--- src/rtl/inst_encode_pkg.sv ---
// Shared RV32I encoding definitions: format codes, major opcodes, field
// positions and the immediate range helper used by the packer.
package inst_encode_pkg;

  typedef enum logic [2:0] {
    FMT_R = 3'd0,
    FMT_I = 3'd1,
    FMT_S = 3'd2,
    FMT_B = 3'd3,
    FMT_U = 3'd4,
    FMT_J = 3'd5
  } fmt_e;

  localparam logic [6:0] OPC_OP     = 7'h33;
  localparam logic [6:0] OPC_OP_IMM = 7'h13;
  localparam logic [6:0] OPC_LOAD   = 7'h03;
  localparam logic [6:0] OPC_STORE  = 7'h23;
  localparam logic [6:0] OPC_BRANCH = 7'h63;
  localparam logic [6:0] OPC_LUI    = 7'h37;
  localparam logic [6:0] OPC_AUIPC  = 7'h17;
  localparam logic [6:0] OPC_JAL    = 7'h6F;
  localparam logic [6:0] OPC_JALR   = 7'h67;

  // Bit positions of the fixed register/function fields; shared with the decoder.
  localparam int OPCODE_LSB = 0;
  localparam int RD_LSB     = 7;
  localparam int FUNC3_LSB  = 12;
  localparam int RS1_LSB    = 15;
  localparam int RS2_LSB    = 20;
  localparam int FUNC7_LSB  = 25;

  typedef struct packed {
    logic [31:0] inst;
    logic        illegal;
  } pack_res_t;

  // True when v[31:top] are all copies of one bit, i.e. the signed value
  // survives truncation to top+1 bits.
  function automatic logic imm_fits(input logic [31:0] v, input int top);
    logic signed [31:0] sv;
    logic signed [31:0] t;
    int                 sh;
    sh = 31 - top;
    sv = $signed(v);
    t  = sv <<< sh;
    t  = t >>> sh;
    return (t == sv);
  endfunction

endpackage

--- src/rtl/inst_encode_pack.sv ---
// Combinational RV32I field packer with encodability check.
module inst_pack
  import inst_encode_pkg::*;
(
  input  logic [2:0]  fmt,
  input  logic [6:0]  opcode,
  input  logic [4:0]  rd,
  input  logic [4:0]  rs1,
  input  logic [4:0]  rs2,
  input  logic [2:0]  func3,
  input  logic [6:0]  func7,
  input  logic [31:0] imm,
  output pack_res_t   res
);

  logic [31:0] inst;
  logic        ok;

  // Scatter fields into the word for the selected format and flag anything
  // the format cannot represent.
  always_comb begin
    inst                    = '0;
    inst[OPCODE_LSB +: 7]   = opcode;
    ok                      = (opcode[1:0] == 2'b11);
    case (fmt)
      FMT_R: begin
        inst[RD_LSB    +: 5] = rd;
        inst[FUNC3_LSB +: 3] = func3;
        inst[RS1_LSB   +: 5] = rs1;
        inst[RS2_LSB   +: 5] = rs2;
        inst[FUNC7_LSB +: 7] = func7;
      end
      FMT_I: begin
        inst[RD_LSB    +: 5] = rd;
        inst[FUNC3_LSB +: 3] = func3;
        inst[RS1_LSB   +: 5] = rs1;
        inst[31:20]          = imm[11:0];
        ok                   = ok & imm_fits(imm, 11);
      end
      FMT_S: begin
        inst[11:7]           = imm[4:0];
        inst[FUNC3_LSB +: 3] = func3;
        inst[RS1_LSB   +: 5] = rs1;
        inst[RS2_LSB   +: 5] = rs2;
        inst[31:25]          = imm[11:5];
        ok                   = ok & imm_fits(imm, 11);
      end
      FMT_B: begin
        inst[7]              = imm[11];
        inst[11:8]           = imm[4:1];
        inst[FUNC3_LSB +: 3] = func3;
        inst[RS1_LSB   +: 5] = rs1;
        inst[RS2_LSB   +: 5] = rs2;
        inst[30:25]          = imm[10:5];
        inst[31]             = imm[12];
        ok                   = ok & imm_fits(imm, 12) & ~imm[0];
      end
      FMT_U: begin
        inst[RD_LSB +: 5]    = rd;
        inst[31:12]          = imm[31:12];
        ok                   = ok & (imm[11:0] == 12'd0);
      end
      FMT_J: begin
        inst[RD_LSB +: 5]    = rd;
        inst[19:12]          = imm[19:12];
        inst[20]             = imm[11];
        inst[30:21]          = imm[10:1];
        inst[31]             = imm[20];
        ok                   = ok & imm_fits(imm, 20) & ~imm[0];
      end
      default: begin
        ok                   = 1'b0;
      end
    endcase
  end

  assign res.inst    = inst;
  assign res.illegal = ~ok;

endmodule

--- src/rtl/inst_encode.sv ---
// RV32I instruction encoder: packs descriptors, stamps sequential byte
// addresses and streams words out through a 2-entry buffer.
module inst_encode
  import inst_encode_pkg::*;
#(
  parameter int                ADDR_W    = 32,
  parameter logic [ADDR_W-1:0] BASE_ADDR = '0,
  parameter int                ERR_W     = 8
) (
  input  logic              clk,
  input  logic              rst_n,
  input  logic              clear,
  input  logic              in_valid,
  output logic              in_ready,
  input  logic [2:0]        fmt,
  input  logic [6:0]        opcode,
  input  logic [4:0]        rd,
  input  logic [4:0]        rs1,
  input  logic [4:0]        rs2,
  input  logic [2:0]        func3,
  input  logic [6:0]        func7,
  input  logic [31:0]       imm,
  output logic              out_valid,
  input  logic              out_ready,
  output logic [31:0]       out_inst,
  output logic [ADDR_W-1:0] out_addr,
  output logic              err,
  output logic [ERR_W-1:0]  err_cnt
);

  pack_res_t res;

  inst_pack u_pack (
    .fmt    (fmt),
    .opcode (opcode),
    .rd     (rd),
    .rs1    (rs1),
    .rs2    (rs2),
    .func3  (func3),
    .func7  (func7),
    .imm    (imm),
    .res    (res)
  );

  // Entry 0 is always the head; entry 1 only holds a word when count is 2.
  logic [1:0]        count_q, count_d;
  logic              rdy_en_q, rdy_en_d;
  logic [31:0]       inst0_q, inst0_d, inst1_q, inst1_d;
  logic [ADDR_W-1:0] addr0_q, addr0_d, addr1_q, addr1_d;
  logic [ADDR_W-1:0] addr_q, addr_d;
  logic              err_q, err_d;
  logic [ERR_W-1:0]  err_cnt_q, err_cnt_d;

  logic       pop, accept, push, reject;
  logic [1:0] slot;

  assign in_ready  = rdy_en_q & (count_q != 2'd2) & ~clear;
  assign out_valid = (count_q != 2'd0);
  assign out_inst  = inst0_q;
  assign out_addr  = addr0_q;
  assign err       = err_q;
  assign err_cnt   = err_cnt_q;

  assign pop    = out_valid & out_ready;
  assign accept = in_valid & in_ready;
  assign push   = accept & ~res.illegal;
  assign reject = accept & res.illegal;
  assign slot   = count_q - 2'(pop);

  // Next-state for buffer, address counter and error tracking; clear wins.
  always_comb begin
    count_d   = count_q;
    rdy_en_d  = 1'b1;
    inst0_d   = inst0_q;
    inst1_d   = inst1_q;
    addr0_d   = addr0_q;
    addr1_d   = addr1_q;
    addr_d    = addr_q;
    err_d     = err_q;
    err_cnt_d = err_cnt_q;
    if (clear) begin
      count_d   = 2'd0;
      inst0_d   = '0;
      addr0_d   = BASE_ADDR;
      addr_d    = BASE_ADDR;
      err_d     = 1'b0;
      err_cnt_d = '0;
    end else begin
      if (pop) begin
        inst0_d = inst1_q;
        addr0_d = addr1_q;
      end
      if (push) begin
        if (slot == 2'd0) begin
          inst0_d = res.inst;
          addr0_d = addr_q;
        end else begin
          inst1_d = res.inst;
          addr1_d = addr_q;
        end
        addr_d = addr_q + ADDR_W'(4);
      end
      count_d = count_q - 2'(pop) + 2'(push);
      if (reject) begin
        err_d = 1'b1;
        if (err_cnt_q != {ERR_W{1'b1}}) err_cnt_d = err_cnt_q + ERR_W'(1);
      end
    end
  end

  // State registers with asynchronous reset to the idle, empty condition.
  always_ff @(posedge clk or negedge rst_n) begin
    if (!rst_n) begin
      count_q   <= 2'd0;
      rdy_en_q  <= 1'b0;
      inst0_q   <= '0;
      inst1_q   <= '0;
      addr0_q   <= BASE_ADDR;
      addr1_q   <= BASE_ADDR;
      addr_q    <= BASE_ADDR;
      err_q     <= 1'b0;
      err_cnt_q <= '0;
    end else begin
      count_q   <= count_d;
      rdy_en_q  <= rdy_en_d;
      inst0_q   <= inst0_d;
      inst1_q   <= inst1_d;
      addr0_q   <= addr0_d;
      addr1_q   <= addr1_d;
      addr_q    <= addr_d;
      err_q     <= err_d;
      err_cnt_q <= err_cnt_d;
    end
  end

endmodule
--- config.mk ---
export PLATFORM = sky130hd
export DESIGN_NAME = inst_encode
export DESIGN_NICKNAME = d
export VERILOG_FILES = /design/src/rtl/inst_encode_pkg.sv /design/src/rtl/inst_encode_pack.sv /design/src/rtl/inst_encode.sv
export SDC_FILE = /design/constraint.sdc
export NUM_CORES = 1
export LEC_CHECK = 0
export CAP_MARGIN = 20
export CORE_ASPECT_RATIO = 1.5
export CORE_MARGIN = 10
export CORE_UTILIZATION = 50
export CTS_CLUSTER_DIAMETER = 120
export CTS_CLUSTER_SIZE = 24
export DETAILED_ROUTE_END_ITERATION = 8
export PLACE_DENSITY = 0.84
export SLEW_MARGIN = 25
export SYNTH_ARGS = -nofsm -noshare
export SYNTH_HDL_FRONTEND = slang
export SYNTH_SLANG_ARGS = --single-unit
--- constraint.sdc ---
create_clock -name clk -period 3 [get_ports clk]
set_input_delay 0.75 -clock clk [delete_from_list [all_inputs] [get_ports clk]]
set_output_delay 0.75 -clock clk [all_outputs]
set_load 0.005 [all_outputs]
==> results of run 1 <==
[layer usage]
metal,wire length (um),up-vias,share of wire,global-route usage
li1,-,3667,-,-
met1,10500,4112,0.35,0.257
met2,16200,386,0.54,0.419
met3,2050,109,0.068,0.0624
met4,1420,0,0.047,0.121
met5,0,-,0,0
[logic make-up after synthesis]
kind of cell	synth area share
simple gates	0.164
flops	0.466
compound gates	0.123
mux	0.192
buf+inv	0.0467
fa+ha+maj	0.00555
xor+xnor	0.00291
other cells	0.000416
[critical path, stage by stage]
cell and delay [ps]:
buf_8 100, buf_6 110, nor4_4 320, nand3_2 160, or4_4 480, a2111oi_4 340
buf_4 200, buf_6 120, a221oi_4 70, buf_4 190, nor2_4 210, buf_8 200
o31ai_2 80
[flip-flops by register name, indices dropped and copies added, names as in the netlist]
signal,cells
out_addr,32
out_inst,32
count_q,2
addr1_q,30
addr_q,30
err_cnt,8
err,1
rdy_en_q,1
inst1_q,32
[per-stage QoR]
stage,instances,TNS [ps],util
6_report,1337,-1360,0.718
5_1_grt,1337,-8080,0.718
4_1_cts,1322,-391,0.691
3_5_place_dp,1268,-119220,0.634
3_3_place_gp,1268,-112240,0.634
2_1_floorplan,884,-2650,-
[power groups by stage]
stage               logic, uW  clock network, uW  registers, uW
floorplan                 683                  0           2470
global placement         1320                  0           2470
detailed placement       1340                  0           2480
CTS                      1370               2110           2440
global route             1530               2220           2450
finish                   1440               2120           2440
[synth_stat cells (2+ instances only)]
master / n
buf_1: 5
ha_1: 4
xnor2_1: 2
nor3_1: 14
mux2_2: 21
or3_1: 2
a22oi_1: 18
inv_1: 33
nor2b_1: 24
clkbuf_1: 52
mux2i_1: 100
nor4_1: 12
and3_1: 10
o311ai_0: 2
buf_2: 7
or2_2: 8
nor2_1: 78
o31ai_1: 56
o21ai_0: 46
nand3b_1: 2
buf_6: 4
nand2_1: 39
or4_1: 12
and4_1: 7
a21oi_1: 27
mux2_4: 32
nand3_1: 50
dfrtp_1: 168
o41ai_1: 3
and2_1: 4
nand4_1: 15
nor4_2: 2
nand2b_1: 2
[cell usage in the layout, fill, tap and decap left out, types with 5 or more instances in the layout]
cell type	count
o21ai_0	35
buf_4	89
mux2i_1	100
buf_6	16
clkbuf_2	10
mux2_2	19
a21oi_1	27
nand3_1	48
o31ai_1	19
and3_1	10
or4_4	5
dlygate4sd2_1	11
nor2b_1	23
clkbuf_16	20
inv_1	33
clkdlybuf4s50_1	108
o31ai_2	27
and4_1	7
dlymetal6s2s_1	5
nand2_1	36
nand4_1	15
nor4_2	9
nor3_1	6
nor2_1	77
dfrtp_1	168
o21ai_1	10
buf_8	6
o31ai_4	10
or2_2	7
mux2_4	35
buf_12	14
a22oi_1	18
or4_1	7
[final timing paths]
kind                                   startpoint                      to  slack, ps  depth (start not counted)
setup / recovery                          imm[24]   out_addr[7]$_DFF_PN0_        -70                         13
hold / removal                              rst_n  out_addr[11]$_DFF_PN0_        340                          1
setup reg to reg             count_q[1]$_DFF_PN0_  err_cnt[5]$_DFFE_PN0P_        380                          9
hold reg to reg            inst1_q[0]$_DFFE_PN0P_  inst1_q[0]$_DFFE_PN0P_        470                          1
max in group asynchronous                   rst_n  addr_q[26]$_DFFE_PN0P_       1930                          2
min in group clk           inst1_q[0]$_DFFE_PN0P_  inst1_q[0]$_DFFE_PN0P_        470                          1
[final cells by class]
| cell class | count | area, um^2 | share of cell area |
|---|---|---|---|
| clock inverter | 13 | 125 | 0.00975 |
| inverter | 34 | 128 | 0.00994 |
| multi-input combinational | 615 | 4980 | 0.388 |
| sequential | 168 | 4200 | 0.328 |
| clock buffer | 19 | 433 | 0.0337 |
| timing repair buffer | 271 | 2690 | 0.210 |
| tap | 217 | 272 | 0.0212 |
[repair_timing]
item,in CTS,in global routing
setup buffers,19,12
resized for setup,111,103
pin swaps,23,34
cloned,3,4
setup endpoints to repair,167,156
==> metrics.md, run 1 <==
| Metric | Value |
|---|---|
| Status | finished with violations |
| Failing checks | negative setup slack |
| Max Fclk | 0.326 GHz |
| Design Power | around 6000 uW |
| Clock skew | between 10 and 15 ps |
| Sequential share of power | 0.407 |
| Starting Density | 0.505 |
| TritonCTS clock tree | built |
| Setup violators final | 36 |
| Worst hold slack | ~340 ps |
| Critical Path AT | approximately 3300 ps |
| Maximum root-to-sink buffer count | 2 |
| Tcrit/Tclk final | 1.02 |
| Filler instances | 1193 |
| Dominant synthesized flop cell | dfrtp_1 |
| Max-slew headroom | 0.455 |
| Worst min path class | in -> async |
| Sw Share | 0.311 |
| Synth cell types | between 50 and 60 |
| Layout area overhead | 42.2% |
| Main area contributors after synthesis | dfrtp_1 (47%), mux2i_1 (11%), mux2_4 (5.3%) |
| H-tree Lvls | 4 |
| Number of synthesized flops with an enable pin | 0 |
| Critical path class | in -> reg |
| Layout Nets | between 1000 and 1500 |
| Initial antenna violation count | 0 |
| Drt via density | 6.19 |
| Type of origin of the critical path | input port |
| Static Leak | a little under 0.006 uW |
| Syn Inst Count | 884 |
| Top fanout value on the critical path | 9 |
| Clock root cell | clkbuf_16 |
| Clock Pin Slew Worst Setup and Hold Paths | approximately 60 ps |
| DP HPWL | roughly 19000 um |
| Tmin final | between 3000 and 4000 ps |
| DRT Pass-1 Iters | 8 |
| Largest net degree at the start of global routing | 70 |
| Synth Cell Area | ~0.0090 mm^2 |
| Die Y-Extent | 185 um |
| Slew @ Worst Pin | between 800 and 900 ps |
| Peak supply drop | around 0.0004 V |
| Core Footprint | roughly 0.018 mm^2 |
| Placement Cell Area | ~0.011 mm^2 |
| P_sw | around 1900 uW |
| Combinational share of power | 0.241 |
| Slew Limit Fails | 0 |
| Power Internal | between 4000 and 5000 uW |
| Pre-CTS WS | -886 ps |
| Yosys top cell area share | 0.466 |
| Post-synthesis sequential area ratio | 0.466 |
| # diodes | 0 |
| ANT nets after route | 0 |
| # IOs | 147 |
| Final WS setup | -67.9 ps |
| CP required | ~3300 ps |
| Via count | between 8000 and 9000 |
| Design area | about 0.013 mm^2 |
| Cell Rows | 60 |
| CTS Buf Count | 17 |
| Global placer's final weighted congestion | approximately 1 |
| Syn nets | 960 |
| Clock power share | 0.353 |
| Yosys warns | 0 |
| Final wirelength | 30100 um |
| Max_cap viols | 0 |
| RSZ-0062 raised after global routing | true |
| Initial DRC Count | 802 |
| Register bit total from synthesis | between 150 and 200 |
| Gr usage total | 0.239 |
| Vias in the first global route | 8569 |
| Pwr Density | approximately 470 mW/mm^2 |
| Worst setup EP type | flop |
| Final hold violation count | 0 |
| Share of layout cells above drive strength 1 | 0.282 |
| Port buffer count | 146 |
| Die area | approximately 0.024 mm^2 |
| # clock sinks | between 150 and 200 |
| Grt ovf | 0 |
| Worst-Skew Late Latency | about 430 ps |
| WL/cell | roughly 23 um |
| Mapped Avg Cell Area | 10.2 um^2 |
| Biggest area consumer among synthesized cells | dfrtp_1 |
| Die W | about 130 um |
| Post-route DRC violation count | 0 |
| # hold bufs at CTS | 0 |
| Asr flop ratio synth | 1.00 |
| First-pass GRT wire length | 45400 um |
No activity file was read; power rests on OpenSTA's default activity.
==> run 2: changes to the inputs <==
- CTS_BUF_LIST: unset -> sky130_fd_sc_hd__clkbuf_4 sky130_fd_sc_hd__clkbuf_8
- MAX_ROUTING_LAYER: unset -> met4
==> metrics.md, run 2 (synthesis gave the netlist of run 1 again) <==
| Metric | Value |
|---|---|
| Status | finished with violations |
| Failing checks | negative setup slack |
| Critical path class | in -> reg |
| Vias in the first global route | 8802 |
| First-pass GRT wire length | about 47000 um |
| Layout area overhead | 40.7% |
| Maximum root-to-sink buffer count | 2 |
| H-tree Lvls | 4 |
| Fin util | 0.711 |
| Area of the multi-input gates | approximately 0.0049 mm^2 |
| Final hold violation count | 0 |
| DP HPWL | 18800 um |
| FF-to-FF setup slack | ~250 ps |
| Top Usage Layer GRT | met2 |
| Max Fclk | 0.315 GHz |
| Die area | 0.0239 mm^2 |
| WL/cell | about 22 um |
| Gr usage total | 0.257 |
| ANT nets after route | 0 |
| Placement Cell Area | between 0.01 and 0.015 mm^2 |
| Global placer's final weighted congestion | between 1 and 1.5 |
| Tcrit/Tclk final | 1.06 |
| TritonCTS clock tree | built |
| Post-route DRC violation count | 0 |
| Top fanout value on the critical path | 5 |
| Via count | 8200 |
| Setup violators final | slightly above 90 |
| Register Area | between 0.004 and 0.005 mm^2 |
| DRT Pass-1 Iters | 5 |
| CP required | approximately 3300 ps |
| CP cell instances | buf_6, buf_6, or3_1, o32a_1, or4_4, o211ai_1, buf_4, a221o_1, nand3_4, buf_6, buf_6, buf_12, mux2_4 |
| Most frequent cells in the layout | dfrtp_1 (168), clkdlybuf4s50_1 (121), mux2i_1 (100) |
| Static Leak | roughly 0.006 uW |
| Die Y-Extent | approximately 180 um |
| GR Util met3 | 0.0483 |
| Die W | 130 um |
| Final WS setup | -177 ps |
| Pwr Density | 442 mW/mm^2 |
| Final wirelength | 29700 um |
| Max-slew headroom | 0.382 |
| Pre-CTS WS | -967 ps |
| Initial DRC Count | 725 |
| Slew @ Worst Pin | around 900 ps |
| Core Footprint | around 0.018 mm^2 |
| Largest net degree at the start of global routing | 64 |
| Met1 Usage GRT | 0.280 |
| Tmin final | 3180 ps |
| Top cell by count, worst path | buf_6 |
| Grt ovf | 0 |
| Worst min path class | in -> async |
| RSZ-0062 raised after global routing | true |
| Clock skew | between 15 and 20 ps |
| Design Power | roughly 5600 uW |
| Critical Path AT | about 3500 ps |
| Buf+Inv Stages, Crit Path | 6 |
| Worst-Skew Late Latency | between 400 and 500 ps |
| CP top delay family | simple AND/OR/NAND/NOR gates |
| Initial antenna violation count | 0 |
| CP max-delay cell | or4_4 |
| Drt via density | 6.10 |
| Filler instances | roughly 1200 |
| Share of layout cells above drive strength 1 | 0.265 |
| Cell Rows | 60 |
| Worst Reg2Reg Path Length in Cells | 10 |
| # clock sinks | between 150 and 200 |
| Port buffer count | roughly 150 |
| # diodes | 0 |
| RR Startpoint | count_q[1]$_DFF_PN0_ |
| Clock Pin Slew Worst Setup and Hold Paths | roughly 100 ps |
| Starting Density | 0.505 |
| Slew Limit Fails | 0 |
| Max_cap viols | 0 |
| Post-route setup TNS | -6970 ps |
| Design area | roughly 0.013 mm^2 |
| # hold bufs at CTS | 0 |
| Type of origin of the critical path | input port |
| # IOs | roughly 150 |
| CP max stage delay | roughly 530 ps |
| CTS Buf Count | 17 |
| Most common cell after layout, fill and taps aside | dfrtp_1 |
| Met2 GRT Util | 0.443 |
| Clock root cell | clkbuf_8 |
| Peak supply drop | 0.000289 V |
| Reg2Reg Capture Point | err_cnt[6]$_DFFE_PN0P_ |
| Worst setup EP type | flop |
| Layout Nets | 1190 |
run 2: changes by cell type in the layout (fill, tap and decap cells not counted), moves of 13 or more:
cell	previous run	this run
buf_6	16	34
clkbuf_8	0	18
o31ai_2	27	14
clkdlybuf4s50_1	108	121
o31ai_1	19	42
clkbuf_16	20	0
run 2: power by group:
part           leakage (uW)  switching [uW]  internal [uW]
clock network      0.000208             925            796
logic               0.00356             809            642
registers           0.00221            68.5           2370
run 2: timing repair:
action                     in CTS  in global routing
gates cloned                    5                  0
setup buffers                  32                  6
resized for setup             155                 46
setup endpoints to repair     167                154
pin swaps                      34                 16
run 2: layer usage:
metal	up-vias	wire length, um
li1	3681	-
met1	4040	11100
met2	381	15600
met3	98	1640
met4	0	1390
met5	-	0
run 2: final cells by class:
type / count / share of cell area
Clock buffer: 19 / 0.0201
Clock inverter: 13 / 0.0124
Inverter: 34 / 0.0101
Multi-Input combinational cell: 615 / 0.387
Sequential cell: 168 / 0.331
Tap cell: 217 / 0.0214
Timing Repair Buffer: 278 / 0.218
run 2: stage by stage:
stage	hold WS [ps]	std cells
after floorplan	434	884
final	236	1344
after global routing	250	1344
after detailed placement	470	1274
after CTS	244	1341
after global placement	450	1274
run 2: how the worst max path moves through the flow:
stage / from / end / slack (ps) / cells past startpoint
final: imm[29] / addr1_q[28]$_DFFE_PN0P_ / -180 / 13
after global routing: imm[28] / addr_q[30]$_DFFE_PN0P_ / -220 / 12
after CTS: imm[29] / addr1_q[30]$_DFFE_PN0P_ / -130 / 13
after detailed placement: imm[27] / addr_q[12]$_DFFE_PN0P_ / -970 / 10
after global placement: imm[20] / addr_q[8]$_DFFE_PN0P_ / -940 / 11
after floorplan: imm[12] / addr1_q[10]$_DFFE_PN0P_ / -80 / 10
run 2: worst register-to-register path, cell delays in order (launching register included):
cell and delay (ps):
dfrtp_1 410, a211oi_1 330, buf_4 180, buf_4 110, and2_1 300, buf_4 180, o2111a_1 200, nand3_1 150
buf_12 170, or4_1 510, a21oi_1 160
==> run 3: changes to the inputs <==
- CORE_UTILIZATION: 50 -> 35
- PLACE_DENSITY: 0.84 -> 0.65
==> metrics.md, run 3 (synthesis gave the netlist of run 1 again) <==
| Metric | Value |
|---|---|
| Grt ovf | 0 |
| # clock sinks | 168 |
| Pwr Density | 445 mW/mm^2 |
| DRT Pass-1 Iters | 5 |
| Status | finished, final reports clean |
| Clock Pin Slew Worst Setup and Hold Paths | 90 ps |
| Setup violators final | 0 |
| Vias in the first global route | slightly above 8000 |
| Type of origin of the critical path | input port |
| Port buffer count | 146 |
| Share of layout cells above drive strength 1 | 0.264 |
| Static Leak | 0.00583 uW |
| Die area | roughly 0.033 mm^2 |
| Layout Nets | 1161 |
| Top fanout value on the critical path | 3 |
| CP max-delay cell | or4_4 |
| CP top delay family | simple AND/OR/NAND/NOR gates |
| Gr usage total | 0.179 |
| Buf+Inv Stages, Crit Path | 4 |
| Largest net degree at the start of global routing | a little under 90 |
| Cell Rows | 71 |
| Starting Density | 0.358 |
| Most frequent cells in the layout | dfrtp_1 (168), clkdlybuf4s50_1 (107), mux2i_1 (100) |
| DP HPWL | 19500 um |
| Clock root cell | clkbuf_8 |
| Max-slew headroom | 0.310 |
| Clock skew | between 10 and 15 ps |
| Die Y-Extent | roughly 220 um |
| Final hold violation count | 0 |
| Max Fclk | ~0.34 GHz |
| Via count | ~7600 |
| WL/cell | about 20 um |
| FF-to-FF setup slack | approximately 400 ps |
| Post-route DRC violation count | 0 |
| Critical path class | in -> reg |
| Worst setup EP type | flop |
| # IOs | 147 |
| Tmin final | just under 3000 ps |
| Maximum root-to-sink buffer count | 2 |
| Slew Limit Fails | 0 |
| H-tree Lvls | 4 |
| Critical Path AT | between 3000 and 4000 ps |
| Filler instances | between 2000 and 2500 |
| Tcrit/Tclk final | 0.989 |
| Core Footprint | approximately 0.025 mm^2 |
| Peak supply drop | around 0.00030 V |
| Global placer's final weighted congestion | 0.944 |
| Initial DRC Count | a little under 500 |
| First-pass GRT wire length | roughly 45000 um |
| Initial antenna violation count | 0 |
| Die W | around 150 um |
| # diodes | 0 |
| Post-route setup TNS | 0 ps |
| Max_cap viols | 0 |
| CP cell instances | buf_8, or3_1, o32a_1, or4_4, o211ai_1, buf_4, a221oi_4, clkbuf_16, buf_4, nor3_2, mux2_4 |
| Drt via density | 5.33 |
| RSZ-0062 raised after global routing | true |
| TritonCTS clock tree | built |
| Top cell by count, worst path | buf_4 |
| CTS Buf Count | 17 |
| # hold bufs at CTS | 0 |
| Worst min path class | in -> async |
| Slew @ Worst Pin | between 1000 and 1500 ps |
| Worst-Skew Late Latency | ~480 ps |
| ANT nets after route | 0 |
| Final wirelength | around 28000 um |
| DP Cell Count | ~1400 |
| Most common cell after layout, fill and taps aside | dfrtp_1 |
| Layout area overhead | 39.9% |
| Final std cells w/o fill | ~1400 |
| CP max stage delay | 530 ps |
| CP required | roughly 3400 ps |
==> run 3: cell count changes in the layout (fill, tap and decap cells not counted), moves of 4 or more <==
| cell | change |
|---|---|
| mux2_4 | -6 |
| clkbuf_2 | +7 |
| o31ai_2 | +5 |
| mux2_2 | +6 |
| o21ai_2 | +5 |
| clkinv_2 | +4 |
| buf_6 | -24 |
| o31ai_1 | -8 |
| dlymetal6s2s_1 | +10 |
| o21ai_1 | -7 |
| clkdlybuf4s50_1 | -14 |
| buf_4 | -6 |
==> run 3: area by class of cell <==
cell class                 instances  area [um^2]  area share
clock buffer                      17          234      0.0185
clock inverter                    15          200      0.0159
inverter                          34          128      0.0101
multi-input combinational        614         4940       0.391
sequential                       168         4200       0.333
tap                              328          410      0.0325
timing repair buffer             250         2510       0.199
==> run 3: timing repair <==
item,4_1_cts,5_1_grt
gates cloned,6,1
buffers inserted,14,3
resized for setup,103,106
pin swaps,24,27
hold endpoints to repair,0,0
setup endpoints to repair,159,121
==> run 3: worst paths after layout <==
| kind | to | startpoint | cells after the start |
|---|---|---|---|
| worst max register to register | addr_q[30]$_DFFE_PN0P_ | addr_q[18]$_DFFE_PN0P_ | 7 |
| worst min register to register | inst1_q[1]$_DFFE_PN0P_ | inst1_q[1]$_DFFE_PN0P_ | 1 |
| worst max-delay path | addr_q[22]$_DFFE_PN0P_ | imm[29] | 11 |
| min in group clk | inst1_q[1]$_DFFE_PN0P_ | inst1_q[1]$_DFFE_PN0P_ | 1 |
| worst min-delay path | out_addr[9]$_DFF_PN0_ | rst_n | 1 |
| max in group asynchronous | inst1_q[20]$_DFFE_PN0P_ | rst_n | 2 |
==> run 3: per-stage QoR <==
step           cell area [um^2]  hold WS (ps)  utilization  power [uW]  setup slack, ps
5_1_grt                   12600           286        0.500        5880            -51.2
2_1_floorplan              9110           434            -        3150            -76.4
6_report                  12600           254        0.500        5620             32.4
3_3_place_gp              11400           453        0.453        3830             -822
3_5_place_dp              11400           454        0.453        3840             -857
4_1_cts                   12300           265        0.489        5640            0.288
==> run 3: routing by layer <==
metal | GRT usage | up-vias | part of all wire
met2 | 0.311 | 197 | 0.53
met1 | 0.200 | 3746 | 0.40
met5 | - | - | 0
met4 | 0.0592 | 0 | 0.024
met3 | 0.0357 | 40 | 0.043
li1 | - | 3622 | -
==> run 3: power breakdown <==
group          internal [uW]  switching, uW  total (uW)
sequential              2370           66.3        2430
combinational            592            802        1390
clock                    911            879        1790
total                   3870           1750        5620
